### src/rtl/result_capture_ctrl_if.sv
// Handshake bundle between the filter output stream, the result RAM and the
// display browser. The master side drives the stream and buttons.
interface result_capture_ctrl_if #(
  parameter int data_bits = 8,
  parameter int addr_bits = 8
);
  logic                 start;
  logic                 in_valid;
  logic [data_bits-1:0] in_data;
  logic                 step_up;
  logic                 step_down;
  logic                 ram_we;
  logic [addr_bits-1:0] ram_waddr;
  logic [data_bits-1:0] ram_wdata;
  logic [addr_bits-1:0] ram_raddr;
  logic [addr_bits-1:0] count;
  logic                 busy;
  logic                 done;

  modport master (
    output start, in_valid, in_data, step_up, step_down,
    input  ram_we, ram_waddr, ram_wdata, ram_raddr, count, busy, done
  );

  modport slave (
    input  start, in_valid, in_data, step_up, step_down,
    output ram_we, ram_waddr, ram_wdata, ram_raddr, count, busy, done
  );
endinterface

### src/rtl/result_capture_ctrl.sv
// Captures DEPTH filter results into RAM after dropping WARMUP warm-up samples,
// and owns the display browse pointer that wraps within the captured range.
//
// state | meaning
// IDLE  | waiting for start after reset
// WARM  | dropping the first WARMUP valid samples
// CAP   | writing valid samples to RAM at address count
// DONE  | DEPTH results captured, waiting for a restart
module result_capture_ctrl #(
  parameter int data_bits = 8,
  parameter int addr_bits = 8,
  parameter int DEPTH     = 255,
  parameter int WARMUP    = 4
) (
  input logic                  clk,
  input logic                  rst,
  result_capture_ctrl_if.slave bus
);

  typedef enum logic [1:0] {IDLE, WARM, CAP, DONE} state_t;

  localparam logic [addr_bits-1:0] addr_one = 1;

  state_t               state;
  logic                 ram_we_q;
  logic [addr_bits-1:0] ram_waddr_q;
  logic [data_bits-1:0] ram_wdata_q;
  logic [addr_bits-1:0] ram_raddr_q;
  logic [addr_bits-1:0] count_q;
  logic                 busy_q;
  logic                 done_q;
  logic                 start_go;
  logic                 warm_last;

  assign start_go = bus.start && (state == IDLE || state == DONE);

  generate
    if (WARMUP > 0) begin : g_warm
      localparam int warm_bits = $clog2(WARMUP + 1);
      logic [warm_bits-1:0] warm_cnt;

      always_ff @(posedge clk or negedge rst) begin
        if (!rst)
          warm_cnt <= '0;
        else if (start_go)
          warm_cnt <= '0;
        else if (state == WARM && bus.in_valid)
          warm_cnt <= warm_cnt + warm_bits'(1);
      end

      assign warm_last = (state == WARM) && bus.in_valid &&
                         (warm_cnt == warm_bits'(WARMUP - 1));
    end else begin : g_no_warm
      assign warm_last = 1'b0;
    end
  endgenerate

  always_ff @(posedge clk or negedge rst) begin
    if (!rst) begin
      state       <= IDLE;
      ram_we_q    <= 1'b0;
      ram_waddr_q <= '0;
      ram_wdata_q <= '0;
      count_q     <= '0;
      busy_q      <= 1'b0;
      done_q      <= 1'b0;
    end else begin
      ram_we_q <= 1'b0;
      case (state)
        IDLE, DONE: begin
          if (bus.start) begin
            count_q <= '0;
            state   <= (WARMUP > 0) ? WARM : CAP;
            busy_q  <= 1'b1;
            done_q  <= 1'b0;
          end
        end
        WARM: begin
          if (warm_last)
            state <= CAP;
        end
        CAP: begin
          if (bus.in_valid) begin
            ram_we_q    <= 1'b1;
            ram_waddr_q <= count_q;
            ram_wdata_q <= bus.in_data;
            count_q     <= count_q + addr_one;
            if (count_q == addr_bits'(DEPTH - 1)) begin
              state  <= DONE;
              busy_q <= 1'b0;
              done_q <= 1'b1;
            end
          end
        end
        default: begin
          state  <= IDLE;
          busy_q <= 1'b0;
          done_q <= 1'b0;
        end
      endcase
    end
  end

  // Wrap is modulo the captured count, using the count from before this edge.
  always_ff @(posedge clk or negedge rst) begin
    if (!rst)
      ram_raddr_q <= '0;
    else if (start_go)
      ram_raddr_q <= '0;
    else if (count_q != '0 && (bus.step_up ^ bus.step_down)) begin
      if (bus.step_up)
        ram_raddr_q <= (ram_raddr_q == count_q - addr_one) ? '0 : ram_raddr_q + addr_one;
      else
        ram_raddr_q <= (ram_raddr_q == '0) ? count_q - addr_one : ram_raddr_q - addr_one;
    end
  end

  assign bus.ram_we    = ram_we_q;
  assign bus.ram_waddr = ram_waddr_q;
  assign bus.ram_wdata = ram_wdata_q;
  assign bus.ram_raddr = ram_raddr_q;
  assign bus.count     = count_q;
  assign bus.busy      = busy_q;
  assign bus.done      = done_q;

endmodule

### src/flat_wrapper.sv
// flat-port wrapper written by rule: the top's interface ports become plain ports
module result_capture_ctrl_flat 
#(
  parameter int data_bits = 8,
  parameter int addr_bits = 8,
  parameter int DEPTH     = 255,
  parameter int WARMUP    = 4
)
  (clk, rst, bus_start, bus_in_valid, bus_in_data, bus_step_up, bus_step_down, bus_ram_we, bus_ram_waddr, bus_ram_wdata, bus_ram_raddr, bus_count, bus_busy, bus_done);
  result_capture_ctrl_if #(.data_bits(data_bits), .addr_bits(addr_bits)) bus_i ();
  input logic clk;
  input logic rst;
  input wire logic [$bits(bus_i.start)-1:0] bus_start;
  input wire logic [$bits(bus_i.in_valid)-1:0] bus_in_valid;
  input wire logic [$bits(bus_i.in_data)-1:0] bus_in_data;
  input wire logic [$bits(bus_i.step_up)-1:0] bus_step_up;
  input wire logic [$bits(bus_i.step_down)-1:0] bus_step_down;
  output wire logic [$bits(bus_i.ram_we)-1:0] bus_ram_we;
  output wire logic [$bits(bus_i.ram_waddr)-1:0] bus_ram_waddr;
  output wire logic [$bits(bus_i.ram_wdata)-1:0] bus_ram_wdata;
  output wire logic [$bits(bus_i.ram_raddr)-1:0] bus_ram_raddr;
  output wire logic [$bits(bus_i.count)-1:0] bus_count;
  output wire logic [$bits(bus_i.busy)-1:0] bus_busy;
  output wire logic [$bits(bus_i.done)-1:0] bus_done;
  assign bus_i.start = bus_start;
  assign bus_i.in_valid = bus_in_valid;
  assign bus_i.in_data = bus_in_data;
  assign bus_i.step_up = bus_step_up;
  assign bus_i.step_down = bus_step_down;
  assign bus_ram_we = bus_i.ram_we;
  assign bus_ram_waddr = bus_i.ram_waddr;
  assign bus_ram_wdata = bus_i.ram_wdata;
  assign bus_ram_raddr = bus_i.ram_raddr;
  assign bus_count = bus_i.count;
  assign bus_busy = bus_i.busy;
  assign bus_done = bus_i.done;
  result_capture_ctrl #(.data_bits(data_bits), .addr_bits(addr_bits), .DEPTH(DEPTH), .WARMUP(WARMUP)) u_core (.clk(clk), .rst(rst), .bus(bus_i));
endmodule
### config.mk
export PLATFORM = sky130hd
export DESIGN_NAME = result_capture_ctrl_flat
export DESIGN_NICKNAME = d
export VERILOG_FILES = /design/src/rtl/result_capture_ctrl_if.sv /design/src/rtl/result_capture_ctrl.sv /design/src/flat_wrapper.sv
export SDC_FILE = /design/constraint.sdc
export NUM_CORES = 1
export LEC_CHECK = 0
export CAP_MARGIN = 20
export CORE_MARGIN = 1.5
export CORE_UTILIZATION = 40
export DETAILED_ROUTE_END_ITERATION = 7
export GPL_TIMING_DRIVEN = 1
export PLACE_DENSITY_LB_ADDON = 0.1
export SYNTH_ARGS = -nofsm -noshare
export SYNTH_HDL_FRONTEND = slang
export SYNTH_SLANG_ARGS = --single-unit
### constraint.sdc
create_clock -name clk -period 4.45 [get_ports clk]
set_input_delay 1.1125 -clock clk [delete_from_list [all_inputs] [get_ports clk]]
set_output_delay 1.1125 -clock clk [all_outputs]
set_load 0.01 [all_outputs]
### Yosys cells after proc, flatten, opt, wreduce, memory -nomap -nowiden

Cells that the tools add are included.

* equality and inequality tests: 10
* multiplexer cells: 25
* order comparisons: 0
* $add $sub $neg: 5
* bitwise gates (word level): 1
* reductions and logical operators: 16
* multiply operators: 0
* div/mod/pow operators: 0
* shift-type cells: 0

Operators with widths (count)
* $mux 8: 7
* $add 8x1->8 const B: 2
* $pmux 8 s2: 1
* $sub 8x1->8 const B: 2
* $eq 8x8->1: 1
* $eq 8x8->1 const B: 1
* $logic_not 8->1: 1
* $mux 1: 8
* $mux 2: 4
* $reduce_and 4->1: 2
* $reduce_bool 8->1: 1
* $mux 3: 2
* $pmux 2 s3: 1
* $reduce_bool 2->1: 3
* $eq 2x2->1 const B: 2
* $logic_and 1x1->1: 4
* $ne 2x1->1 const B: 2
* $ne 2x2->1 const B: 2
* $pmux 1 s2: 2
* $add 3x1->3 const B: 1
* $eq 3x2->1 const B: 1
* $reduce_and 3->1: 1
* $eq 2x1->1 const B: 1
* $logic_not 2->1: 1
* 4 further kinds: 4

* bits in writable memories: 0
* bits in read-only memories: 0
* output and inout bits: 35
* register bits: 40
* latch bits: 0
* memories: 0

### Depth between registers and ports, before layout

Gate-level depths: netlist (run 1).

* word-level depth: 6
* depth in mapped cells: 9

### Least setup slack after synthesis (run 1)

Ideal clock, no wire load.

* path type: input-to-reg
* start point: input port bus_step_up
* end point: register u_core.ram_raddr_q[5] (netlist: u_core.bus.ram_raddr[5])
* slack: 1.788 ns
* stages on the path: 7
* path buffers: 1
* library setup time: 0.078 ns
* arrival time: 2.584 ns
* cells stage by stage: clkbuf_1 > xnor2_1 > a21oi_1 > nand2_1 > a221o_1 > o32ai_1 > o2bb2ai_1

* longest elaborated chain between the ends: 3

RTL lines
* from (decl): line flat_wrapper.sv:16 `input wire logic [$bits(bus_i.step_up)-1:0] bus_step_up;`
* $mux 8 / $xor 1x1->1 (equally long branches): line result_capture_ctrl.sv:111, result_capture_ctrl.sv:110
* $mux 8 / $logic_and 1x1->1 (equally long branches): line result_capture_ctrl.sv:110 `else if (count_q != '0 && (bus.step_up ^ bus.step_down)) begin`
* $mux 8 / $reduce_bool 2->1 (equally long branches)
* to (signal assigned): line result_capture_ctrl.sv:112 `ram_raddr_q <= (ram_raddr_q == count_q - addr_one) ? '0 : ram_raddr_q + addr_one;`
* to (signal assigned): line result_capture_ctrl.sv:114 `ram_raddr_q <= (ram_raddr_q == '0) ? count_q - addr_one : ram_raddr_q - addr_one;`
* to (decl): line result_capture_ctrl.sv:28 `logic [addr_bits-1:0] ram_raddr_q;`

Several ways; a longest one is shown, not always the timed one. The select of a mux whose other input is x is not followed.
A chain may end at the register's enable or synchronous reset.

### Worst setup path after layout (run 1)

* start point: register u_core.count_q[2] (netlist: u_core.bus.count[2])
* end point: register u_core.ram_raddr_q[7] (netlist: u_core.bus.ram_raddr[7])

* longest elaborated chain between the ends: 6

RTL lines
* from (decl): line result_capture_ctrl.sv:29 `logic [addr_bits-1:0] count_q;`
* from (signal assigned): line result_capture_ctrl.sv:87 `count_q <= count_q + addr_one;`
* $sub 8x1->8: line result_capture_ctrl.sv:112, result_capture_ctrl.sv:114
* $eq 8x8->1: line result_capture_ctrl.sv:112
* $mux 8: line result_capture_ctrl.sv:112
* $mux 8: line result_capture_ctrl.sv:111 `if (bus.step_up)`
* $mux 8: line result_capture_ctrl.sv:110
* $mux 8: line result_capture_ctrl.sv:108 `else if (start_go)`

Several ways; a longest one is shown, not always the timed one. The select of a mux whose other input is x is not followed.

==> results.sh, run 1 <==
export IMPL_status="finished, final reports clean"
export IMPL_p_total_uw=1764
export IMPL_wl_mm=5.801
export IMPL_slew_headroom_pct=37.70
export IMPL_die_w_um=83.95
export IMPL_final_common_cell="clkdlybuf4s50_1"
export IMPL_grt_ovfl_total=0
export IMPL_yosysTopAreaCell="dfrtp_1"
export IMPL_gr_usage_all_layers_pct=17.80
export IMPL_ioPinCount=49
export IMPL_fin_ws_ns=1.296
export IMPL_clock_sinks=40
export IMPL_finalCriticalPeriod_ns=3.154
export IMPL_critPathArrivalTime_ns=3.34
export IMPL_drive_gt1_share_pct=11.15
export IMPL_maxCapViolations=0
export IMPL_crit_family="simple AND/OR/NAND/NOR gates"
export IMPL_syn_cell_area_sq_um=2621
export IMPL_switching_share_pct=39.73
export IMPL_ys_warnings_count=0
export IMPL_p_per_area_nw_per_um2=551.1
export IMPL_reg2reg_from="u_core.bus.count[2]$_DFFE_PN0P_"
export IMPL_async_flop_share_pct=100.0
export IMPL_cts_htree_levels=2
export IMPL_syn_nets=281
export IMPL_grt_max_degree=41
export IMPL_cts_tree="yes"
export IMPL_cpMaxStageDelayCell="a2111oi_4"
export IMPL_power_switching_uw=700.7
export IMPL_clk_path_buf_depth=2
export IMPL_cts_repair_resized=0
export IMPL_setup_violations_final=0
export IMPL_crit_path_cell_trace="nor3_2 -> nor3b_1 -> xor3_1 -> a2111oi_4 -> nor3_1 -> or3_1"
export IMPL_hold_end="u_core.bus.ram_wdata[3]$_DFFE_PN0P_"
export IMPL_std_cell_rows=29
export IMPL_antenna_found_initial=0
export IMPL_start_kind="register"
export IMPL_synthFlopType="dfrtp_1"
export IMPL_path_buf_inv=0
export IMPL_ys_ff_latch=40
export IMPL_stdcell_count=373
export IMPL_die_area_sq_um=7048
export IMPL_insertion_delay_ns=0.30
export IMPL_syn_avg_cell_area_sq_um=10.28
export IMPL_holdPathStages=1
export IMPL_synth_top_cell_area_share_pct=38.19
export IMPL_nets=321
export IMPL_drv_slew=0
export IMPL_vias=2026
export IMPL_first_global_vias=2010
export IMPL_hold_buffers=0
export IMPL_start_util_pct=41.28
export IMPL_clock_skew_ns=0.006120
export IMPL_max_freq_ghz=0.3170
export IMPL_pwr_share_comb_pct=53.0
export IMPL_placed_area_sq_um=3107
export IMPL_hp_start="u_core.bus.ram_wdata[3]$_DFFE_PN0P_"
export IMPL_synth_edf_count=0
export IMPL_wire_per_inst_um=15.55
export IMPL_final_area_sq_um=3201
export IMPL_rrSetupSlack_ns=1.30
export IMPL_peakVddDrop_uv=357.4
export IMPL_first_iter_violations=108
export IMPL_grt_setup_unrepaired="no"
export IMPL_reg2reg_depth=6
export IMPL_place_ws_ns=1.208
export IMPL_die_height_um=83.95
export IMPL_routed_via_density=5.432
export IMPL_synth_cell_types=55
export IMPL_p_seq_share_pct=32.1
export IMPL_tritoncts_num_buffers=5
export IMPL_syn_to_final_growth_pct=22.10
export IMPL_post_route_period_util_pct=70.88
export IMPL_ys_top_cells_by_area="dfrtp_1 38%, ha_1 5.7%, xnor2_1 4.3%, mux2_2 3.9%, mux2i_1 2.7%"
export IMPL_hpwl_mm=4.159
export IMPL_core_sq_um=6350
export IMPL_required_ns=4.63
export IMPL_cp_max_fo=13
export IMPL_endpoint_kind="register"
export IMPL_worstSetupPathType="reg2reg"
export IMPL_root_buffer="clkbuf_8"
export IMPL_ant_nets=0
export IMPL_io_buffers=48
export IMPL_drt_pass1_iterations=4
export IMPL_power_frac_clock_pct=14.8
export IMPL_min_path_type="reg2reg"
export IMPL_grt_pass1_wl_mm=10.01
export IMPL_drcViolationCount=0
export IMPL_path_clk_slew_ns=0.08
export IMPL_yosysSeqAreaShare_pct=38.19
export IMPL_syn_inst=255
export IMPL_diodes=0
export IMPL_reg2reg_to="u_core.bus.ram_raddr[7]$_DFFE_PN0P_"
export IMPL_fin_tns_setup_ns=0
export IMPL_gp_congestion=0.8337
export IMPL_critPathMaxStageDelay_ns=0.81
export IMPL_hold_viol_final=0
export IMPL_mostFrequentLayoutCells="47 x clkdlybuf4s50_1, 40 x dfrtp_1, 17 x nand2_1"
export IMPL_place_inst=365
export IMPL_post_cts_buffers=0
export IMPL_internal_power_uw=1063
export IMPL_tightest_slew_ns=0.9346
export IMPL_leakage_uw=0.001342
-- per-stage QoR --
stage | hold WS, ns | util [%]
after floorplan | 0.4802 | -
after global placement | 0.4657 | 48.93
after global routing | 0.5084 | 50.40
after detailed placement | 0.4784 | 48.93
after CTS | 0.4940 | 50.40
final | 0.4867 | 50.40
-- state kept, by name, summed over array words and instances, names as in the netlist --
register                flops
u_core.bus.count            8
u_core.bus.ram_raddr        8
u_core.bus.ram_waddr        8
u_core.bus.ram_wdata        8
u_core.g_warm.warm_cnt      3
u_core.state                2
u_core.bus.busy             1
u_core.bus.done             1
u_core.bus.ram_we           1
-- cell families after synthesis --
logic type	synth area share, %
and+or+nand+nor	17.66
DFF	38.19
xor gates and xnor gates	9.690
muxes	9.117
buffers and inverters	5.441
AOI/OAI and AO/OA	14.18
adders and majority gates	5.728
-- worst register-to-register path, delay by kind of cell, from the launching register on --
family | cells | cell delay (ns)
AO/OA/AOI/OAI | 1 | 0.81
flip-flops | 1 | 0.57
XOR/XNOR | 1 | 0.34
AND/OR/NAND/NOR | 4 | 1.32
-- how the worst max path moves through the flow --
stage / start / to / cells past startpoint
after floorplan: bus_step_up / u_core.bus.ram_raddr[5]$_DFFE_PN0P_ / 7
after global placement: bus_step_up / u_core.bus.ram_raddr[5]$_DFFE_PN0P_ / 8
after detailed placement: bus_step_up / u_core.bus.ram_raddr[5]$_DFFE_PN0P_ / 8
after CTS: u_core.bus.count[0]$_DFFE_PN0P_ / u_core.bus.ram_raddr[7]$_DFFE_PN0P_ / 8
after global routing: u_core.bus.count[0]$_DFFE_PN0P_ / u_core.bus.ram_raddr[7]$_DFFE_PN0P_ / 8
final: u_core.bus.count[2]$_DFFE_PN0P_ / u_core.bus.ram_raddr[7]$_DFFE_PN0P_ / 6
-- Yosys cell counts (2+ instances only) --
master,count
dfrtp_1,40
nand2_1,17
nor2_1,16
xnor2_1,13
ha_1,12
inv_1,10
nand3_1,10
o21ai_0,10
mux2_2,9
xor2_1,8
a21oi_1,7
mux2i_1,7
clkbuf_1,6
mux2_1,6
o31a_1,5
and3_1,4
nand4_1,4
nor3_1,4
nor3b_1,4
o2bb2ai_1,4
o32ai_1,4
or3_1,4
a221o_1,3
buf_2,3
buf_4,3
buf_6,3
nand2b_1,3
a211o_1,2
a211oi_1,2
a21o_1,2
buf_1,2
nor4_1,2
o21ai_2,2
or4_4,2
xor3_1,2
-- power by group through the flow --
| stage | sequential (uW) | combinational [uW] | clock (uW) |
|---|---|---|---|
| after floorplan | 562 | 641 | 0 |
| after global placement | 572 | 944 | 0 |
| after detailed placement | 575 | 944 | 0 |
| after CTS | 568 | 948 | 273 |
| after global routing | 584 | 1040 | 286 |
| final | 567 | 935 | 262 |
-- final cells by class --
type	count	area, sq um
fillers	608	3149
multi-input cells	187	1478
flip-flops and latches	40	1001
repair buffers	50	490.5
well taps	77	96.34
clock buffers	7	86.33
inverters	11	41.29
clock inverters	1	7.507
-- per-layer routing --
layer | track usage [%] | vias up | wire [um]
li1 | - | 986 | -
met1 | 24.53 | 975 | 2691
met2 | 27.93 | 59 | 2666
met3 | 3.858 | 6 | 364
met4 | 5.663 | 0 | 78
met5 | 0 | - | 0
Power figures use the tool's default switching activity.
==> run 2, diff against run 1 <==
- clock period: 4.45 -> 3 ns (I/O delays scaled with it)
==> results.sh, run 2 (same netlist as run 1, synthesis figures left out) <==
export IMPL_status="finished, final reports clean"
export IMPL_crit_family="simple AND/OR/NAND/NOR gates"
export IMPL_wl_mm=6.013
export IMPL_wire_per_inst_um=15.70
export IMPL_first_iter_violations=161
export IMPL_cpMaxStageDelayCell="or4_4"
export IMPL_power_switching_uw=1063
export IMPL_startpoint="u_core.bus.count[4]$_DFFE_PN0P_"
export IMPL_gr_usage_all_layers_pct=18.46
export IMPL_first_global_vias=2068
export IMPL_start_kind="register"
export IMPL_maxCapViolations=0
export IMPL_gp_congestion=0.7944
export IMPL_placed_area_sq_um=3182
export IMPL_mostFrequentLayoutCells="47 x clkdlybuf4s50_1, 40 x dfrtp_1, 17 x nand2_1"
export IMPL_routed_via_density=5.475
export IMPL_final_area_sq_um=3308
export IMPL_post_route_period_util_pct=90.79
export IMPL_die_height_um=83.95
export IMPL_reg2reg_depth=7
export IMPL_hold_viol_final=0
export IMPL_endpoint="u_core.bus.ram_raddr[1]$_DFFE_PN0P_"
export IMPL_ioPinCount=49
export IMPL_start_util_pct=41.28
export IMPL_whs_ns=0.4832
export IMPL_grt_setup_unrepaired="no"
export IMPL_cts_htree_levels=2
export IMPL_critPathArrivalTime_ns=2.91
export IMPL_switching_share_pct=38.19
export IMPL_pwr_share_comb_pct=52.7
export IMPL_diodes=0
export IMPL_fillers=584
export IMPL_tritoncts_num_buffers=5
export IMPL_rrSetupSlack_ns=0.28
export IMPL_min_path_type="reg2reg"
export IMPL_die_w_um=83.95
export IMPL_power_frac_clock_pct=18.0
export IMPL_tightest_slew_ns=0.9387
export IMPL_cts_repair_resized=0
export IMPL_drive_gt1_share_pct=14.38
export IMPL_drv_slew=0
export IMPL_clock_skew_ns=0.01185
export IMPL_internal_power_uw=1720
export IMPL_setup_violations_final=0
export IMPL_fin_tns_setup_ns=0
export IMPL_path_buf_inv=1
export IMPL_peakVddDrop_uv=459.4
export IMPL_cp_depth=7
export IMPL_grt_max_degree=41
export IMPL_max_freq_ghz=0.3671
export IMPL_path_clk_slew_ns=0.08
export IMPL_syn_to_final_growth_pct=26.21
export IMPL_vias=2097
export IMPL_cp_max_fo=11
export IMPL_core_sq_um=6350
export IMPL_final_common_cell="clkdlybuf4s50_1"
export IMPL_antenna_found_initial=0
export IMPL_drt_pass1_iterations=4
export IMPL_clock_sinks=40
export IMPL_reg2reg_from="u_core.bus.count[4]$_DFFE_PN0P_"
export IMPL_reg2reg_to="u_core.bus.ram_raddr[1]$_DFFE_PN0P_"
export IMPL_die_area_sq_um=7048
export IMPL_cts_tree="yes"
export IMPL_clk_path_buf_depth=2
export IMPL_nets=331
export IMPL_leakage_uw=0.001414
export IMPL_crit_path_cell_trace="or4_4 -> nor4_2 -> xor3_1 -> a2111oi_4 -> buf_4 -> nor2_2 -> a221o_1"
export IMPL_worstSetupPathType="reg2reg"
export IMPL_io_buffers=48
export IMPL_grt_ovfl_total=0
export IMPL_std_cell_rows=29
export IMPL_grt_pass1_wl_mm=10.38
export IMPL_drcViolationCount=0
export IMPL_p_seq_share_pct=29.3
export IMPL_hpwl_mm=4.306
export IMPL_endpoint_kind="register"
export IMPL_slew_headroom_pct=37.42
export IMPL_finalCriticalPeriod_ns=2.724
export IMPL_root_buffer="clkbuf_8"
export IMPL_post_cts_buffers=0
export IMPL_ant_nets=0
export IMPL_p_per_area_nw_per_um2=841.3
export IMPL_hold_buffers=0
export IMPL_critPathMaxStageDelay_ns=0.60
export IMPL_insertion_delay_ns=0.31
export IMPL_p_total_uw=2783
export IMPL_required_ns=3.19
==> run 2: cell types whose count changed in the layout (fill, tap and decap cells not counted) <==
cell	delta
clkbuf_1	-1
clkinvlp_4	-1
bufinv_16	+1
clkbuf_8	+1
buf_4	+10
==> run 2: routing by layer <==
metal,up-vias,global-route usage (%),share of wire (%),wire length (um)
li1,1012,-,-,-
met2,63,28.01,46,2742
met5,-,0,0,0
met1,1017,25.73,47,2850
met3,5,5.143,5.9,353
met4,0,5.365,1.1,67
==> run 2: per-stage QoR <==
stage          worst slack (ns)  utilization (%)  cells
3_5_place_dp             0.2912            50.11    375
6_report                 0.2762            52.10    383
5_1_grt                 0.08473            52.10    383
2_1_floorplan            0.5117                -    255
3_3_place_gp             0.2623            50.11    375
4_1_cts                  0.2743            52.10    383
==> run 2: how the worst min path moves through the flow <==
stage	startpoint	end	slack (ns)	depth (start not counted)
after floorplan	rst	u_core.bus.busy$_DFFE_PN0P_	0.45	0
after global placement	u_core.bus.busy$_DFFE_PN0P_	u_core.bus.busy$_DFFE_PN0P_	0.46	1
after detailed placement	u_core.bus.busy$_DFFE_PN0P_	u_core.bus.busy$_DFFE_PN0P_	0.47	1
after CTS	u_core.bus.busy$_DFFE_PN0P_	u_core.bus.busy$_DFFE_PN0P_	0.49	1
after global routing	u_core.bus.busy$_DFFE_PN0P_	u_core.bus.busy$_DFFE_PN0P_	0.51	1
final	u_core.bus.busy$_DFFE_PN0P_	u_core.bus.busy$_DFFE_PN0P_	0.48	1
==> run 2: final cells by class <==
| type | count | area, sq um | share of cell area (%) |
|---|---|---|---|
| Multi-Input combinational cell | 187 | 1478 | 44.67 |
| Sequential cell | 40 | 1001 | 30.26 |
| Timing Repair Buffer | 60 | 565.5 | 17.10 |
| Clock buffer | 7 | 96.34 | 2.912 |
| Tap cell | 77 | 96.34 | 2.912 |
| Inverter | 11 | 41.29 | 1.248 |
| Clock inverter | 1 | 30.03 | 0.9077 |
==> run 2: worst reg2reg max path, delay by kind of cell (launching register included) <==
family / cells / cell delay (ns)
xor gates and xnor gates: 1 / 0.33
and+or+nand+nor: 3 / 0.98
AOI/OAI and AO/OA: 2 / 0.52
DFF: 1 / 0.53
buffers and inverters: 1 / 0.26
==> run 2: power by group through the flow <==
stage	logic (uW)	clock network, uW	registers, uW
after global placement	1480	0	823
final	1470	501	816
after CTS	1480	514	818
after floorplan	951	0	834
after detailed placement	1470	0	828
after global routing	1610	549	846
==> run 3, diff against run 2 <==
- GPL_TIMING_DRIVEN: 1 -> default
==> results of run 3 <==
Final layout, timing and power as in run 2 (identical DEF).
